$ cat src/rtl/mem_stage_sram_pkg.sv
// Shared types and defaults for the ARM pipeline memory stage.
//   state_t     : sram_ctrl FSM state (IDLE, ACCESS, DONE)
//   word_t      : 32-bit data/address word
//   DEF_*       : default parameter values for the stage
//   word_offset : byte address -> word offset relative to a base address
package mem_stage_sram_pkg;

  localparam int unsigned DEF_WAIT_CYCLES = 5;
  localparam int unsigned DEF_ADDR_BASE   = 1024;
  localparam int unsigned DEF_SRAM_AW     = 16;

  typedef logic [31:0] word_t;

  typedef enum logic [1:0] {
    ST_IDLE   = 2'd0,
    ST_ACCESS = 2'd1,
    ST_DONE   = 2'd2
  } state_t;

  // Subtract the mapping base and drop the byte-lane bits. Callers keep as
  // many low bits as the SRAM address is wide, which gives the wrap-around.
  function automatic word_t word_offset(input word_t byte_addr, input word_t base);
    word_t diff;
    diff = byte_addr - base;
    return {2'b00, diff[31:2]};
  endfunction

endpackage

$ cat src/rtl/mem_stage_sram_ctrl.sv
// SRAM access controller: FSM, wait counter, strobe/address generation,
// pipeline freeze and load-data capture.
//
// Ports:
//   i_clk, i_rst_n            clock, asynchronous active-low reset
//   i_mem_r_en, i_mem_w_en    load / store request (store wins if both)
//   i_byte_addr, i_wdata      byte address and store data
//   i_sram_rdata              SRAM read data
//   o_freeze                  pipeline stall
//   o_sram_*                  SRAM word address, write data, active-low strobes
//   o_rdata, o_rdata_valid    captured load data; valid during DONE of a load
//   o_state                   current FSM state (debug visibility)
//
// Request/freeze handshake: a request is "valid" while mem_r_en/mem_w_en is
// high; the stage is "ready" (accepts it) on the rising edge where freeze is
// low. The requester holds the request unchanged while freeze is high. The
// request is still present during DONE, but DONE never re-launches it.
module mem_stage_sram_ctrl
  import mem_stage_sram_pkg::*;
#(
  parameter int unsigned WAIT_CYCLES = DEF_WAIT_CYCLES,
  parameter int unsigned ADDR_BASE   = DEF_ADDR_BASE,
  parameter int unsigned SRAM_AW     = DEF_SRAM_AW
) (
  input  logic               i_clk,
  input  logic               i_rst_n,
  input  logic               i_mem_r_en,
  input  logic               i_mem_w_en,
  input  word_t              i_byte_addr,
  input  word_t              i_wdata,
  input  word_t              i_sram_rdata,
  output logic               o_freeze,
  output logic [SRAM_AW-1:0] o_sram_addr,
  output word_t              o_sram_wdata,
  output logic               o_sram_we_n,
  output logic               o_sram_oe_n,
  output word_t              o_rdata,
  output logic               o_rdata_valid,
  output state_t             o_state
);

  localparam int unsigned CW = (WAIT_CYCLES > 1) ? $clog2(WAIT_CYCLES) : 1;
  localparam logic [CW-1:0] CNT_LOAD = CW'(WAIT_CYCLES - 1);

  state_t             r_state;
  logic [CW-1:0]      r_cnt;
  logic               r_is_load;
  logic               r_we_n;
  logic               r_oe_n;
  logic [SRAM_AW-1:0] r_addr;
  word_t              r_wdata;
  word_t              r_rdata;

  logic               w_req;
  logic [SRAM_AW-1:0] w_addr;

  assign w_req  = i_mem_r_en || i_mem_w_en;
  assign w_addr = SRAM_AW'(word_offset(i_byte_addr, word_t'(ADDR_BASE)));

  always_ff @(posedge i_clk or negedge i_rst_n) begin
    if (!i_rst_n) begin
      r_state   <= ST_IDLE;
      r_cnt     <= '0;
      r_is_load <= 1'b0;
      r_we_n    <= 1'b1;
      r_oe_n    <= 1'b1;
      r_addr    <= '0;
      r_wdata   <= '0;
      r_rdata   <= '0;
    end else begin
      case (r_state)
        ST_IDLE: begin
          if (w_req) begin
            r_state   <= ST_ACCESS;
            r_cnt     <= CNT_LOAD;
            r_addr    <= w_addr;
            r_wdata   <= i_wdata;
            // A simultaneous read/write request is performed as a store.
            r_is_load <= !i_mem_w_en;
            r_we_n    <= !i_mem_w_en;
            r_oe_n    <= i_mem_w_en;
          end
        end
        ST_ACCESS: begin
          if (r_cnt == '0) begin
            if (r_is_load) r_rdata <= i_sram_rdata;
            r_state <= ST_DONE;
            r_we_n  <= 1'b1;
            r_oe_n  <= 1'b1;
          end else begin
            r_cnt <= r_cnt - 1'b1;
          end
        end
        ST_DONE: r_state <= ST_IDLE;
        default: r_state <= ST_IDLE;
      endcase
    end
  end

  // Freeze must rise in the same cycle the request appears so the upstream
  // registers never advance past it; it is gated by reset so an abort drops
  // the stall immediately even while the request is still driven.
  assign o_freeze = i_rst_n &&
                    ((r_state == ST_ACCESS) || ((r_state == ST_IDLE) && w_req));

  assign o_sram_addr   = r_addr;
  assign o_sram_wdata  = r_wdata;
  assign o_sram_we_n   = r_we_n;
  assign o_sram_oe_n   = r_oe_n;
  assign o_rdata       = r_rdata;
  assign o_rdata_valid = (r_state == ST_DONE) && r_is_load;
  assign o_state       = r_state;

endmodule

$ cat src/rtl/mem_stage_sram.sv
// Memory stage of the ARM pipeline: performs loads/stores against an
// external single-port SRAM (via mem_stage_sram_ctrl) and holds the MEM/WB
// pipeline register feeding write-back.
//
// Ports:
//   clk, rst                  clock, asynchronous active-low reset
//   wb_en_in .. val_rm_in     EXE/MEM register outputs
//   sram_rdata                SRAM read data
//   freeze                    stall to upstream stage registers and PC
//   sram_addr .. sram_oe_n    SRAM word address, write data, strobes
//   wb_en_out .. mem_rdata_out MEM/WB register outputs
//   dbg_state                 sram_ctrl FSM state (0 IDLE, 1 ACCESS, 2 DONE)
module mem_stage_sram
  import mem_stage_sram_pkg::*;
#(
  parameter int unsigned WAIT_CYCLES = DEF_WAIT_CYCLES,
  parameter int unsigned ADDR_BASE   = DEF_ADDR_BASE,
  parameter int unsigned SRAM_AW     = DEF_SRAM_AW
) (
  input  logic               clk,
  input  logic               rst,
  input  logic               wb_en_in,
  input  logic               mem_r_en_in,
  input  logic               mem_w_en_in,
  input  logic [3:0]         dest_in,
  input  logic [31:0]        alu_res_in,
  input  logic [31:0]        val_rm_in,
  input  logic [31:0]        sram_rdata,
  output logic               freeze,
  output logic [SRAM_AW-1:0] sram_addr,
  output logic [31:0]        sram_wdata,
  output logic               sram_we_n,
  output logic               sram_oe_n,
  output logic               wb_en_out,
  output logic               mem_r_en_out,
  output logic [3:0]         dest_out,
  output logic [31:0]        alu_res_out,
  output logic [31:0]        mem_rdata_out,
  output logic [1:0]         dbg_state
);

  logic   w_freeze;
  word_t  w_rdata;
  logic   w_rdata_valid;
  state_t w_state;

  logic        r_wb_en;
  logic        r_mem_r_en;
  logic [3:0]  r_dest;
  word_t       r_alu_res;
  word_t       r_mem_rdata;

  mem_stage_sram_ctrl #(
    .WAIT_CYCLES (WAIT_CYCLES),
    .ADDR_BASE   (ADDR_BASE),
    .SRAM_AW     (SRAM_AW)
  ) u_sram_ctrl (
    .i_clk         (clk),
    .i_rst_n       (rst),
    .i_mem_r_en    (mem_r_en_in),
    .i_mem_w_en    (mem_w_en_in),
    .i_byte_addr   (alu_res_in),
    .i_wdata       (val_rm_in),
    .i_sram_rdata  (sram_rdata),
    .o_freeze      (w_freeze),
    .o_sram_addr   (sram_addr),
    .o_sram_wdata  (sram_wdata),
    .o_sram_we_n   (sram_we_n),
    .o_sram_oe_n   (sram_oe_n),
    .o_rdata       (w_rdata),
    .o_rdata_valid (w_rdata_valid),
    .o_state       (w_state)
  );

  // MEM/WB register. While frozen the enables become a bubble so the held
  // instruction writes back exactly once, on the edge ending DONE.
  always_ff @(posedge clk or negedge rst) begin
    if (!rst) begin
      r_wb_en     <= 1'b0;
      r_mem_r_en  <= 1'b0;
      r_dest      <= '0;
      r_alu_res   <= '0;
      r_mem_rdata <= '0;
    end else if (w_freeze) begin
      r_wb_en    <= 1'b0;
      r_mem_r_en <= 1'b0;
    end else begin
      r_wb_en    <= wb_en_in;
      r_mem_r_en <= mem_r_en_in;
      r_dest     <= dest_in;
      r_alu_res  <= alu_res_in;
      if (w_rdata_valid) r_mem_rdata <= w_rdata;
    end
  end

  assign freeze        = w_freeze;
  assign wb_en_out     = r_wb_en;
  assign mem_r_en_out  = r_mem_r_en;
  assign dest_out      = r_dest;
  assign alu_res_out   = r_alu_res;
  assign mem_rdata_out = r_mem_rdata;
  assign dbg_state     = w_state;

endmodule
$ cat config.mk
export PLATFORM = sky130hd
export DESIGN_NAME = mem_stage_sram
export DESIGN_NICKNAME = d
export VERILOG_FILES = /design/src/rtl/mem_stage_sram_pkg.sv /design/src/rtl/mem_stage_sram_ctrl.sv /design/src/rtl/mem_stage_sram.sv
export SDC_FILE = /design/constraint.sdc
export NUM_CORES = 1
export LEC_CHECK = 0
export ABC_AREA = 1
export CORE_ASPECT_RATIO = 0.7
export CORE_MARGIN = 3
export CORE_UTILIZATION = 40
export CTS_CLUSTER_SIZE = 25
export DETAILED_ROUTE_END_ITERATION = 10
export GPL_TIMING_DRIVEN = 0
export PLACE_DENSITY = 0.74
export SLEW_MARGIN = 5
export SYNTH_ARGS = -nofsm -noshare
export SYNTH_HDL_FRONTEND = slang
export SYNTH_HIERARCHICAL = 1
export SYNTH_SLANG_ARGS = --single-unit
$ cat constraint.sdc
create_clock -name clk -period 1.63 [get_ports clk]
set_input_delay 0.326 -clock clk [delete_from_list [all_inputs] [get_ports clk]]
set_output_delay 0.326 -clock clk [all_outputs]
set_load 0.02 [all_outputs]
== After elaboration in Yosys (flattened, before gate mapping) ==
Cells that the tools add are included.
Cells by class
  add/subtract/negate cells: 2
  eq/ne operators: 5
  mux-type cells: 13
  bitwise operators: 1
  reductions and logical operators: 15
Operators with widths (number)
  $sub 18x11->18 const B: 1
  $reduce_and 3->1: 3
  $mux 3: 2
  $pmux 3 s2: 1
  $reduce_and 2->1: 3
  $mux 1: 5
  $mux 2: 2
  $ne 2x1->1 const B: 2
  $pmux 1 s2: 2
  $pmux 2 s2: 1
  $logic_and 1x1->1: 3
  $logic_not 3->1: 1
  $sub 3x1->3 const B: 1
  $eq 2x1->1 const B: 1
  $eq 2x2->1 const B: 1
  $logic_not 2->1: 1
  $logic_or 1x1->1: 2
  $ne 2x2->1 const B: 1
  $reduce_bool 2->1: 1
  $logic_not 1->1: 1
  $not 1->1: 1
Storage, ports and cells
  register bits after elaboration: 158
  input port bits: 105
  output and inout bits: 123
  word-level logic and storage cells: 49

== Depth between registers and ports, before layout ==
  word-level depth: 6
  mapped depth: 9
  depth with buffers taken out: 8

== Modules after synthesis ==
The synthesis kept the hierarchy.
Modules (own cells, without submodules)
  mem_stage_sram_ctrl: instances 1, cells an instance 410, area an instance 3562.2 sq um, seq. area each 2204.6 sq um
  mem_stage_sram: instances 1, cells an instance 298, area an instance 2693.8 sq um, seq. area each 1751.7 sq um

== Worst setup path after synthesis ==
Ideal clock, no wire load.
  path type: register to register
  start: reg u_sram_ctrl.r_state[0], in the netlist u_sram_ctrl/o_state[0]
  end: reg r_alu_res[10], in the netlist alu_res_out[10]
  library setup time: 0.116 ns
  arrival: 2.081 ns
  required time: 1.514 ns
  setup slack: -0.567 ns
  cell stages (with the launch flop): 10
  buffers on the path: 3
  clock period less this slack: 2.197 ns
  path through: dfrtp_1 -> nor2_1 -> o21ai_0 -> buf_2 -> a21boi_0 -> inv_2 -> buf_4 -> buf_6 -> nand2_1 -> nand2_1
Between the ends
  longest elaborated chain between the ends: 4
  elaborated cells between the ends (all ways): 5
  classes of those cells: eq/ne: 1; reduce/logical: 4
Ends and longest elaborated chain
  start, declared: RTL line mem_stage_sram_ctrl.sv:45  | state_t r_state;
  start signal, assigned: RTL line mem_stage_sram_ctrl.sv:62  | r_state <= ST_IDLE;
  start signal, assigned: RTL line mem_stage_sram_ctrl.sv:74  | r_state <= ST_ACCESS;
  start signal, assigned: RTL line mem_stage_sram_ctrl.sv:87  | r_state <= ST_DONE;
  $logic_not 2->1: RTL line mem_stage_sram_ctrl.sv:104  | ((r_state == ST_ACCESS) || ((r_state == ST_IDLE) && w_req));
  $logic_and 1x1->1: RTL line mem_stage_sram_ctrl.sv:104
  $logic_or 1x1->1 (*): RTL line mem_stage_sram_ctrl.sv:104
  $logic_and 1x1->1 (*): RTL line mem_stage_sram_ctrl.sv:103  | assign o_freeze = i_rst_n &&
  net freeze: RTL line mem_stage_sram.sv:29  | output logic freeze,
  end signal, assigned: RTL line mem_stage_sram.sv:91  | r_alu_res <= alu_res_in;
  end, declared: RTL line mem_stage_sram.sv:50  | word_t r_alu_res;
Mark *: on every way through the listed nets, which the timed path passes. The rest lies on a longest branch.
A chain may end at the register's enable or synchronous reset.

== Worst setup path after layout ==
  start: reg u_sram_ctrl.r_state[1], in the netlist u_sram_ctrl/o_state[1]
  end: out freeze
Between the ends
  longest elaborated chain between the ends: 4
  elaborated cells between the ends (all ways): 5
  classes of those cells: eq/ne: 1; reduce/logical: 4
Ends and longest elaborated chain (RTL line)
  $logic_not 2->1: mem_stage_sram_ctrl.sv:104
  $logic_and 1x1->1: mem_stage_sram_ctrl.sv:104
  $logic_or 1x1->1 (*): mem_stage_sram_ctrl.sv:104
  $logic_and 1x1->1 (*): mem_stage_sram_ctrl.sv:103
  end, declared: mem_stage_sram.sv:29
Mark *: on every way between the ends. The rest lies on a longest branch, timed or not.

==> results by group <==
Worst setup path
  • Nature of the critical path startpoint: flop
  • Reg2reg end: alu_res_out[13]
  • Worst R2R Path Depth: 9
  • Worst EP required: 1.30 ns
  • CP Data Arrival Time: 1.35 ns
  • R2R Setup Slk: 0.08 ns
  • R2R Path Start: u_sram_ctrl/o_state[1]
  • Critical path capture point type: output pin
  • Crit Path Max Fanout: 3
  • Kind of critical path: reg2out

Floorplan
  • Cell Rows: 37
  • Die X: 155 um
  • Starting Density: 41.7%
  • I/O pins: 228
  • Total die area: 17200 um^2
  • Die Height: 111 um
  • Core Area: 15000 um^2

Outcome
  • Status: complete, but fails checks
  • Failing checks: negative hold slack, negative setup slack

Routing
  • Vias: 5416
  • Routed WL: 17200 um
  • Iteration-0 DRC Markers: 246
  • Via density: 4.63
  • DRT antenna net count: 0
  • WL per Instance: 14.7 um
  • # DRC: 0
  • Drt first pass iters: 5

Clocking
  • # H-tree levels: 4
  • Clk Latency, worst-skew pair: 0.41 ns
  • TritonCTS clock tree: done
  • Longest Clk Path Bufs: 2
  • Root buf cell: clkbuf_16
  • CTS Buf Count: 17
  • Clock Sinks: 158
  • CTS clock-pin slew for the worst setup and hold paths: 0.07 ns

Synthesis
  • Post-Syn Area: 6260 um^2
  • FF+latch count, synth: 158
  • Post-synthesis mux area share: 0%
  • Syn Inst Count: 708
  • Synthesized area per cell: 8.84 um^2
  • Synth Area in Simple Gates: 25.8%
  • Xor-xnor portion of the synthesized cell area: 0.140%
  • Sequential fraction of the synthesis area: 63.2%
  • Compound-Gate Fraction of Synth Area: 3.76%
  • Largest family of logic cells by synthesized area: simple AND/OR/NAND/NOR gates
  • Synth warnings: 6
  • Adder-cell share of the synthesized area: 0.600%
  • Post-synth net total: 816
  • Cell taking the most area after synthesis: dfrtp_1
  • Cell variety after synth: 21
  • Yosys top cell area share: 62.4%
  • Top cells by area, synth: dfrtp_1 62%, nand2_1 21%, nand3_1 3.4%

Finish
  • Post-route cell area: 9390 um^2
  • Area Overhead vs Synth: 50.1%
  • Final Util: 62.6%
  • Fin cells: 1169
  • Antenna cells: 0
  • Layout cell share with drive strength beyond 1: 8.62%
  • Nets: 1069

Place
  • DPL Wire Length: 12400 um
  • Placed cell count: 1131
  • Routability Congestion: 0.801
  • Placed standard-cell area: 8820 um^2
  • Place WS: -0.894 ns
  • Port Buffers: 227

Timing
  • Final Slew Violations: 0
  • Crit share post-route: 103%
  • Unrepaired setup endpoints after global routing: true
  • Worst setup margin: -0.0425 ns
  • Post-layout min period: 1.67 ns
  • Clock skew: 0.0132 ns
  • Hold Vio Cnt, Final: 46
  • Worst Tran Pin Value: 0.442 ns
  • F_max: 598 MHz
  • Worst hold slack: -0.240 ns
  • Max transition margin: 70.5%
  • Finish-stage setup viols: 1

GRT
  • First-pass GRT wire length: 28300 um
  • GRT Residual Overflow: 0
  • Vias in the first global route: 5401
  • Antenna violations before repair: 0
  • Tot GR Track Use: 20.5%
  • Largest net degree at the start of global routing: 58

Min path
  • Hold crit path type: in2async

Pwr
  • Worst VDD drop: 0.000877 V
  • Leakage: 4.95 nW
  • PwrDens: 1920 nW/um^2

Job
  • Max Cap Viol: 0
metal layers:
layer	GRT usage [%]	vias up	routed length, um
li1	-	2685	-
met1	29.3	2524	7940
met2	31.0	193	7730
met3	5.48	14	1320
met4	5.60	0	221
met5	0	-	0
critical path, stage by stage (launching register included):
cell and delay, ns:
dfrtp_1 0.42, nor2_2 0.13, o21ai_2 0.09, a21boi_4 0.17, buf_6 0.14
state kept, by name (all words and copies together) (netlist names):
register / cells
u_sram_ctrl/o_sram_oe_n: 1
u_sram_ctrl/r_is_load: 1
mem_rdata_out: 32
u_sram_ctrl/o_sram_wdata: 32
wb_en_out: 1
u_sram_ctrl/o_sram_addr: 16
mem_r_en_out: 1
u_sram_ctrl/o_state: 2
u_sram_ctrl/r_cnt: 3
u_sram_ctrl/o_rdata: 32
dest_out: 4
u_sram_ctrl/o_sram_we_n: 1
alu_res_out: 32
cells in the final DEF (no fill, tap or decap), types with 2 or more instances in the layout:
master / count
nand2_1: 351
dfrtp_1: 155
dlygate4sd2_1: 120
clkdlybuf4s50_1: 103
inv_1: 52
nand3_1: 42
o21ai_0: 39
clkbuf_16: 17
buf_2: 14
nor2_1: 13
buf_6: 10
buf_4: 8
clkbuf_4: 5
clkbuf_1: 4
clkinv_4: 4
inv_6: 4
ha_1: 3
clkinvlp_4: 2
o21ai_1: 2
a21oi_1: 2
dfstp_2: 2
stage by stage:
stage / hold slack, ns / setup TNS (ns) / total power (W)
floorplan: 0.0304 / 0 / 0.0110
global placement: 0.453 / -1406.76 / 0.0150
detailed placement: 0.243 / -43.57 / 0.0151
CTS: -0.190 / -0.242 / 0.0182
global route: -0.232 / -0.175 / 0.0193
finish: -0.240 / -0.0425 / 0.0180
how the worst max path moves through the flow:
| stage | startpoint | end | slack (ns) | cells after the start |
|---|---|---|---|---|
| global placement | rst | u_sram_ctrl/o_state[0] | -6.87 | 1 |
| finish | u_sram_ctrl/o_state[1] | freeze | -0.04 | 4 |
| global route | u_sram_ctrl/o_state[1] | freeze | -0.11 | 4 |
| CTS | u_sram_ctrl/o_state[0] | freeze | -0.16 | 5 |
| detailed placement | rst | freeze | -0.89 | 4 |
| floorplan | u_sram_ctrl/o_state[0] | alu_res_out[10] | 0.01 | 9 |
cells in the mapped netlist (all sizes together):
library cell  number
clkbuf             6
ha                 3
nand3             42
dfrtp            156
nor2              14
inv               54
dfstp              2
a21oi              2
buf               29
o21ai             42
xnor2              1
nor3               2
nand2            353
a21boi             2
where the power goes:
group | switching [W] | internal (W) | leakage (nW)
logic | 0.00469 | 0.00280 | 2.77
clock network | 0.00165 | 0.00219 | 0.274
registers | 0.000935 | 0.00577 | 1.90
cell type report:
class	instances	area (um^2)
Clock inverter	12	126
Multi-Input combinational cell	461	1920
Sequential cell	158	3960
Inverter	54	205
Fill cell	1344	5610
Buffer	34	248
Timing Repair Buffer	235	2240
Tap cell	195	244
Clock buffer	20	447
cell families (layout without fill, tap and decap cells):
group / after synthesis / count (layout)
AO/OA/AOI/OAI: 46 / 46
XOR/XNOR: 1 / 1
adder cells (fa/ha/maj): 3 / 3
buffers and inverters: 89 / 355
flip-flops: 158 / 158
AND/OR/NAND/NOR: 411 / 411
repair_timing:
item | 4_1_cts | 5_1_grt
hold endpoints to repair | 46 | 46
pin swaps | 2 | 3
resized for setup | 141 | 17
buffers inserted | 5 | 1
cloned | 1 | 0
endpoints found under the setup margin | 219 | 93
No activity file was read; power rests on OpenSTA's default activity.
